--- config.mk ---
export PLATFORM = sky130hd
export DESIGN_NAME = bdl_status_wb
export DESIGN_NICKNAME = d
export VERILOG_FILES = /design/src/rtl/bdl_status_wb.sv
export SDC_FILE = /design/constraint.sdc
export NUM_CORES = 1
export LEC_CHECK = 0
export ABC_AREA = 1
export ABC_CLOCK_PERIOD_IN_PS = 3500
export BUFFER_PORTS_ARGS = -buffer_cell sky130_fd_sc_hd__buf_2
export CAP_MARGIN = 10
export CORE_UTILIZATION = 58
export DETAILED_ROUTE_END_ITERATION = 10
export GPL_TIMING_DRIVEN = 1
export PLACE_DENSITY = 0.85
export SYNTH_ARGS = -nofsm -noshare
export SYNTH_HDL_FRONTEND = slang
export SYNTH_SLANG_ARGS = --single-unit
export TNS_END_PERCENT = 10
--- constraint.sdc ---
create_clock -name clk -period 3.5 [get_ports clk]
set_input_delay 0.7 -clock clk [delete_from_list [all_inputs] [get_ports clk]]
set_output_delay 0.7 -clock clk [all_outputs]
set_load 0.05 [all_outputs]
--- src/rtl/bdl_status_wb.sv ---
// Descriptor write-back engine: copies flag/status words from the BDL register
// file to the host descriptor using single-word DMA writes, with an ack timeout.
module bdl_status_wb #(
  parameter int AW  = 22,
  parameter int TMO = 255
) (
  input  logic          clk,
  input  logic          rst_n,
  input  logic          start,
  input  logic          mode,
  input  logic [AW-1:0] desc_addr,
  output logic [1:0]    bdl_ra,
  input  logic [15:0]   bdl_rq,
  output logic          dma_req,
  output logic [AW-1:0] dma_addr,
  output logic [15:0]   dma_dout,
  input  logic          dma_ack,
  output logic          busy,
  output logic          done,
  output logic          nxm
);

  typedef enum logic [1:0] {IDLE = 2'd0, LOAD = 2'd1, REQ = 2'd2, FIN = 2'd3} state_t;

  localparam logic [15:0] TMO_LAST = 16'(TMO - 1);

  state_t        state_r, state_s;
  logic          ptr_r, ptr_s;
  logic          mode_r, mode_sel_s;
  logic          timeout_s;
  logic [1:0]    idx_s;
  logic [AW-1:0] base_r;
  logic [15:0]   cnt_r;

  // Byte offset of a descriptor word, keyed by its register-file index.
  function automatic logic [3:0] word_off(input logic [1:0] idx);
    case (idx)
      2'd3:    word_off = 4'd10;
      2'd2:    word_off = 4'd8;
      default: word_off = 4'd0;
    endcase
  endfunction

  // Status 2 (idx 3) is always written before status 1 (idx 2).
  function automatic logic [1:0] word_idx(input logic m, input logic p);
    if (!m) begin
      word_idx = 2'd0;
    end else if (!p) begin
      word_idx = 2'd3;
    end else begin
      word_idx = 2'd2;
    end
  endfunction

  // Next-state logic; an ack in the timeout cycle takes priority over expiry.
  always_comb begin
    state_s   = state_r;
    ptr_s     = ptr_r;
    timeout_s = 1'b0;
    case (state_r)
      IDLE: begin
        if (start) begin
          state_s = LOAD;
          ptr_s   = 1'b0;
        end else begin
          state_s = IDLE;
        end
      end
      LOAD: state_s = REQ;
      REQ: begin
        if (dma_ack) begin
          if (mode_r && !ptr_r) begin
            state_s = LOAD;
            ptr_s   = 1'b1;
          end else begin
            state_s = FIN;
          end
        end else if (cnt_r == TMO_LAST) begin
          state_s   = FIN;
          timeout_s = 1'b1;
        end else begin
          state_s = REQ;
        end
      end
      FIN:     state_s = IDLE;
      default: state_s = IDLE;
    endcase
    mode_sel_s = (state_r == IDLE) ? mode : mode_r;
    idx_s      = word_idx(mode_sel_s, ptr_s);
  end

  // State, datapath and registered outputs.
  always_ff @(posedge clk or negedge rst_n) begin
    if (!rst_n) begin
      state_r  <= IDLE;
      ptr_r    <= 1'b0;
      mode_r   <= 1'b0;
      base_r   <= '0;
      cnt_r    <= 16'd0;
      bdl_ra   <= 2'd0;
      dma_req  <= 1'b0;
      dma_addr <= '0;
      dma_dout <= 16'd0;
      busy     <= 1'b0;
      done     <= 1'b0;
      nxm      <= 1'b0;
    end else begin
      state_r <= state_s;
      ptr_r   <= ptr_s;
      if (state_r == IDLE && start) begin
        base_r <= {desc_addr[AW-1:1], 1'b0};
        mode_r <= mode;
        nxm    <= 1'b0;
      end else if (timeout_s) begin
        nxm <= 1'b1;
      end
      // bdl_ra must be valid throughout LOAD, so it is set on entry.
      if (state_s == LOAD) begin
        bdl_ra <= idx_s;
      end else if (state_s == IDLE) begin
        bdl_ra <= 2'd0;
      end else begin
        bdl_ra <= bdl_ra;
      end
      if (state_r == LOAD) begin
        dma_dout <= bdl_rq;
        dma_addr <= base_r + {{(AW-4){1'b0}}, word_off(bdl_ra)};
        cnt_r    <= 16'd0;
      end else if (state_r == REQ) begin
        cnt_r <= cnt_r + 16'd1;
      end else begin
        cnt_r <= cnt_r;
      end
      dma_req <= (state_s == REQ);
      busy    <= (state_s != IDLE);
      done    <= (state_r == FIN);
    end
  end

endmodule
### Word-level counts from Yosys, hierarchy flattened

Cells that the tools add are included.

* bits in registers: 85
* latch bits: 0
* bits in writable memories: 0
* memory bits (read-only): 0
* input port bits: 43
* output and inout bits: 44
* logic and storage cells: 54
* memories: 0

* add/subtract/negate cells: 2
* $mul: 0
* divide/modulo/power cells: 0
* order comparisons: 0
* equality and inequality tests: 8
* shift-type cells: 0
* muxes and demuxes: 23
* bitwise operators: 0
* reduce and logical (&&, ||, !) cells: 9

Operators by type and width (count)
* $mux W16: 2
* $add A22 B4 Y22: 1
* $add A16 B1 Y16 const B: 1
* $eq A16 B8 Y1 const B: 1
* $mux W1: 12
* $eq A2 B2 Y1 const B: 5
* $mux W2: 5
* $pmux W2 S4: 1
* $pmux W4 S2: 1
* $reduce_bool A2 Y1: 4
* $eq A2 B1 Y1 const B: 2
* $logic_not A2 Y1: 2
* $mux W4: 1
* $logic_and A1 B1 Y1: 2
* $pmux W1 S2: 1
* $logic_not A1 Y1: 1

### Longest topological paths before layout

* depth after elaboration: 8
* depth in mapped cells: 12
* depth with buffers taken out: 12

### Worst setup path before layout

Ideal clock, no wire load.

* path type: register -> register
* start point: reg bdl_ra[1]
* end point: reg dma_addr[19]
* library setup time: 118 ps
* arrival time: 1804 ps
* data required time: 3382 ps
* setup slack: 1579 ps
* stages on the path, launching flop included: 12
* buffers on the path: 0
* clock period less this slack: 1921 ps
* cells stage by stage: dfrtp_1 -> nand2_1 -> inv_1 -> ha_1 -> ha_1 -> nand2_1 -> a21oi_4 -> nand3_1 -> nor2_1 -> nand2_1 -> nand3_1 -> nand2_1

* cells in the longest elaborated chain, start to end: 4
* elaborated cells between the ends (all ways): 5
* classes of those cells: 1 x add/sub; 2 x eq/ne; 2 x mux

Ends and longest elaborated chain
* start, declared: RTL line 12 `output logic [1:0] bdl_ra,`
* start signal, assigned: RTL line 119 `bdl_ra <= idx_s;`
* start signal, assigned: RTL line 123 `bdl_ra <= bdl_ra;`
* $eq A2 B2 Y1: RTL line 37 `case (idx)`
* $pmux W4 S2 (*): RTL line 37
* $mux W4 (*): RTL line 125 `if (state_r == LOAD) begin`
* $add A22 B4 Y22 (*): RTL line 127 `dma_addr <= base_r + {{(AW-4){1'b0}}, word_off(bdl_ra)};`
* end signal, assigned: RTL line 127
* end, declared: RTL line 15 `output logic [AW-1:0] dma_addr,`

Mark *: on every way between the ends. The rest lies on a longest branch, timed or not. The select of a mux whose other input is x is not followed.
A chain may end at the register's enable or synchronous reset.

### Worst setup path in the final report

* start point: reg state_r[1]
* end point: reg bdl_ra[0]

* cells in the longest elaborated chain, start to end: 5
* elaborated cells between the ends (all ways): 13
* classes of those cells: 4 x eq/ne; 6 x mux; 3 x reduce/logical

Ends and longest elaborated chain
* start, declared: RTL line 27 `state_t state_r, state_s;`
* start signal, assigned: RTL line 108 `state_r <= state_s;`
* $eq A2 B2 Y1 / $logic_not A2 Y1 (equally long branches): RTL line 60, 88
* $pmux W1 S2: RTL line 60 `case (state_r)`
* $mux W1: RTL line 48 `end else if (!p) begin`
* $mux W2: RTL line 46 `if (!m) begin`
* $mux W2: RTL line 118 `if (state_s == LOAD) begin`

Several ways; a longest one is shown, not always the timed one.

==> impl_metrics.tcl <==
set metrics [dict create \
    rsz0062_at_grt "no" \
    setup.worst_path.class "flip-flop to flip-flop" \
    powerDensity_nw_per_um2 944.6 \
    post_drt_wl_per_cell_um 12.55 \
    ys_ff_latch 84 \
    ys_warn_count 0 \
    syn2layout_area_growth_pct 16.83 \
    dpl.hpwl_um 6169 \
    place_ws_ns 1.074 \
    worstPathArrival_ns 2.68 \
    ioPinCount 87 \
    gp_congestion 0.9010 \
    row_count 30 \
    antenna_left 0 \
    fin_setup_tns_ns 0 \
    status "complete, no violations" \
    antenna_found_initial 0 \
    max_freq_mhz 412.3 \
    drt_iter0_drc 237 \
    nNetsFinal 667 \
    drv_cap 0 \
    io_buffers 84 \
    maxSlewViolCount 0 \
    cp-start-kind "flip-flop" \
    hold_slack_ns 0.4728 \
    syn_avg_cell_area_um2 7.711 \
    hp-class "flip-flop to flip-flop" \
    worst-r2r-setup-slack_ns 1.07 \
    multiInputGateArea_um2 1747 \
    grt_max_degree 85 \
    clock_latency_ns 0.36 \
    clock_sinks 84 \
    die_h_um 86.34 \
    grt_usage_pct 25.19 \
    firstDrtPassIters 5 \
    required_ns 3.76 \
    critPathCaptureType "flip-flop" \
    design_area_um2 4820 \
    cts_tree "done" \
    clockBufferDepth 2 \
    setup_viol 0 \
    drt-total-wl_um 8989 \
    power_uw 4553 \
    seq_area_um2 2102 \
    cts_hold_buf 0 \
    post-route-drc-count 0 \
    leakage_uw 0.002603 \
    grt_pass1_wl_um 14480 \
    die-area_um2 7454 \
    synthCells 535 \
    slew_headroom_pct 26.24 \
    cts_buffers 9 \
    fin_skew_ns 0.01079 \
    via_count 3649 \
    postCtsResizedCells 0 \
    clkTransAtPathRegs_ns 0.09 \
    peakVddDrop_mv 0.4780 \
    antenna_cells 0 \
    syn_area_um2 4125 \
    tightestPinTransition_ns 1.105 \
    nFillCells 564 \
    drive_gt1_share_pct 18.71 \
    htree_levels 3 \
    post-cts-setup-buffers 0 \
    fin_crit_sh_pct 69.30 \
    post-route-min-period_ns 2.425 \
    viasPerCell 5.096 \
    ys_seq_area_share_pct 50.96 \
    die_w_um 86.34 \
    grt_overflow 0 \
    first_global_vias 3145 \
    layout_setup_ws_ns 1.075 \
    dpl-instance-area_um2 4591 \
    core-area_um2 6832 \
    initial_utilization_pct 60.38 \
    crit_fanout 32 \
    finalHoldViolCount 0 \
    clockRootBuffer "clkbuf_8" \
    synth.distinct_cells 32 \
    syn_nets 587 \
]
## per-layer routing
layer	vias to the layer above	share of wire (%)	GRT usage (%)
met3	13	4.9	4.476
met5	-	0	0
met4	0	1.8	10.45
met1	1689	47	33.88
li1	1828	-	-
met2	119	46	40.62
## report_power, final
group | internal [uW] | switching (uW) | total [uW]
sequential | 1350 | 312 | 1670
combinational | 517 | 1580 | 2100
clock | 413 | 373 | 786
## cell families (layout without fill, tap and decap cells)
group | count (synthesis) | after routing | synth area share (%)
fa+ha+maj | 9 | 9 | 2.730
flops | 84 | 84 | 50.96
buf+inv | 67 | 152 | 6.703
simple gates | 323 | 323 | 31.85
other cells | 1 | 1 | 0.09090
mux | 1 | 1 | 0.2427
xor+xnor | 6 | 6 | 1.274
compound gates | 44 | 44 | 6.157
## critical path: stages (launching register included)
cell,delay (ns)
dfrtp_1,0.44
inv_1,0.10
ha_1,0.24
nand2_1,0.44
inv_1,0.52
o21ai_0,0.32
nand2_1,0.11
nand3_1,0.10
nand2_1,0.05
## layout by cell type (no fill, tap or decap)
cell type,synthesis,routed
nand2_1,221,221
dfrtp_1,84,84
buf_2,5,83
inv_1,50,50
nor2_1,49,49
nand3_1,28,28
o21ai_0,24,24
ha_1,9,9
clkbuf_8,0,9
nand4_1,8,8
a21oi_1,6,6
nand2_2,5,5
xor2_1,5,5
nor2_2,4,4
a31oi_1,4,4
o21ai_1,3,3
nor3_1,3,3
nand3b_1,2,2
o21bai_1,2,2
or2_2,2,2
bufinv_16,0,2
inv_6,0,2
buf_4,3,2
mux2i_1,1,1
o21ai_2,1,1
a21oi_4,1,1
nor2_4,1,1
xnor2_1,1,1
inv_2,1,1
o21a_1,1,1
o221ai_1,1,1
a21boi_0,1,1
conb_1,1,1
inv_8,0,1
clkinv_4,0,1
clkinvlp_4,0,1
## path summary, 6_finish.rpt
check / startpoint / end / cells after the start
worst max-delay path: state_r[1]$_DFF_PN0_ / bdl_ra[0]$_DFFE_PN0P_ / 8
worst min-delay path: dma_dout[12]$_DFFE_PN0P_ / dma_dout[12]$_DFFE_PN0P_ / 2
worst max register to register: state_r[1]$_DFF_PN0_ / bdl_ra[0]$_DFFE_PN0P_ / 8
worst min register to register: dma_dout[12]$_DFFE_PN0P_ / dma_dout[12]$_DFFE_PN0P_ / 2
max in group asynchronous: rst_n / base_r[11]$_DFFE_PN0P_ / 1
min in group asynchronous: rst_n / dma_dout[8]$_DFFE_PN0P_ / 1
## per-stage QoR
step	util (%)	std cells
floorplan	-	535
global placement	67.20	700
detailed placement	67.20	700
CTS	70.55	716
global route	70.55	716
finish	70.55	716
## layout make-up
cell class	instances	share of cell area (%)
multi-input combinational	384	36.24
tap	96	2.492
timing repair buffer	85	8.930
inverter	51	3.972
sequential	84	43.61
clock buffer	9	2.570
clock inverter	7	2.181
## registers in the layout (all words and copies together), names as in the netlist
| name | cells |
|---|---|
| bdl_ra | 2 |
| mode_r | 1 |
| state_r | 2 |
| busy | 1 |
| dma_dout | 16 |
| base_r | 21 |
| dma_req | 1 |
| ptr_r | 1 |
| cnt_r | 16 |
| dma_addr | 21 |
| done | 1 |
| nxm | 1 |
## Yosys cell counts
| cell type | instances | share of area, % |
|---|---|---|
| nor2_1 | 49 | 4.5 |
| o221ai_1 | 1 | 0.21 |
| nand3b_1 | 2 | 0.36 |
| mux2i_1 | 1 | 0.24 |
| a21oi_1 | 6 | 0.73 |
| o21a_1 | 1 | 0.18 |
| dfrtp_1 | 84 | 51 |
| buf_2 | 5 | 0.61 |
| inv_1 | 50 | 4.5 |
| nor3_1 | 3 | 0.36 |
| nor2_2 | 4 | 0.61 |
| conb_1 | 1 | 0.091 |
| xnor2_1 | 1 | 0.21 |
| a31oi_1 | 4 | 0.61 |
| ha_1 | 9 | 2.7 |
| o21ai_2 | 1 | 0.21 |
| nand4_1 | 8 | 1.2 |
| a21oi_4 | 1 | 0.39 |
| clkbuf_1 | 7 | 0.64 |
| nand2_1 | 221 | 20 |
| nand3_1 | 28 | 3.4 |
| nor2_4 | 1 | 0.27 |
| buf_4 | 3 | 0.55 |
| nand2_2 | 5 | 0.76 |
| a21boi_0 | 1 | 0.18 |
| or2_2 | 2 | 0.30 |
| o21bai_1 | 2 | 0.36 |
| buf_6 | 1 | 0.27 |
| o21ai_1 | 3 | 0.36 |
| xor2_1 | 5 | 1.1 |
| inv_2 | 1 | 0.091 |
| o21ai_0 | 24 | 2.9 |
No activity file was read; power rests on OpenSTA's default activity.
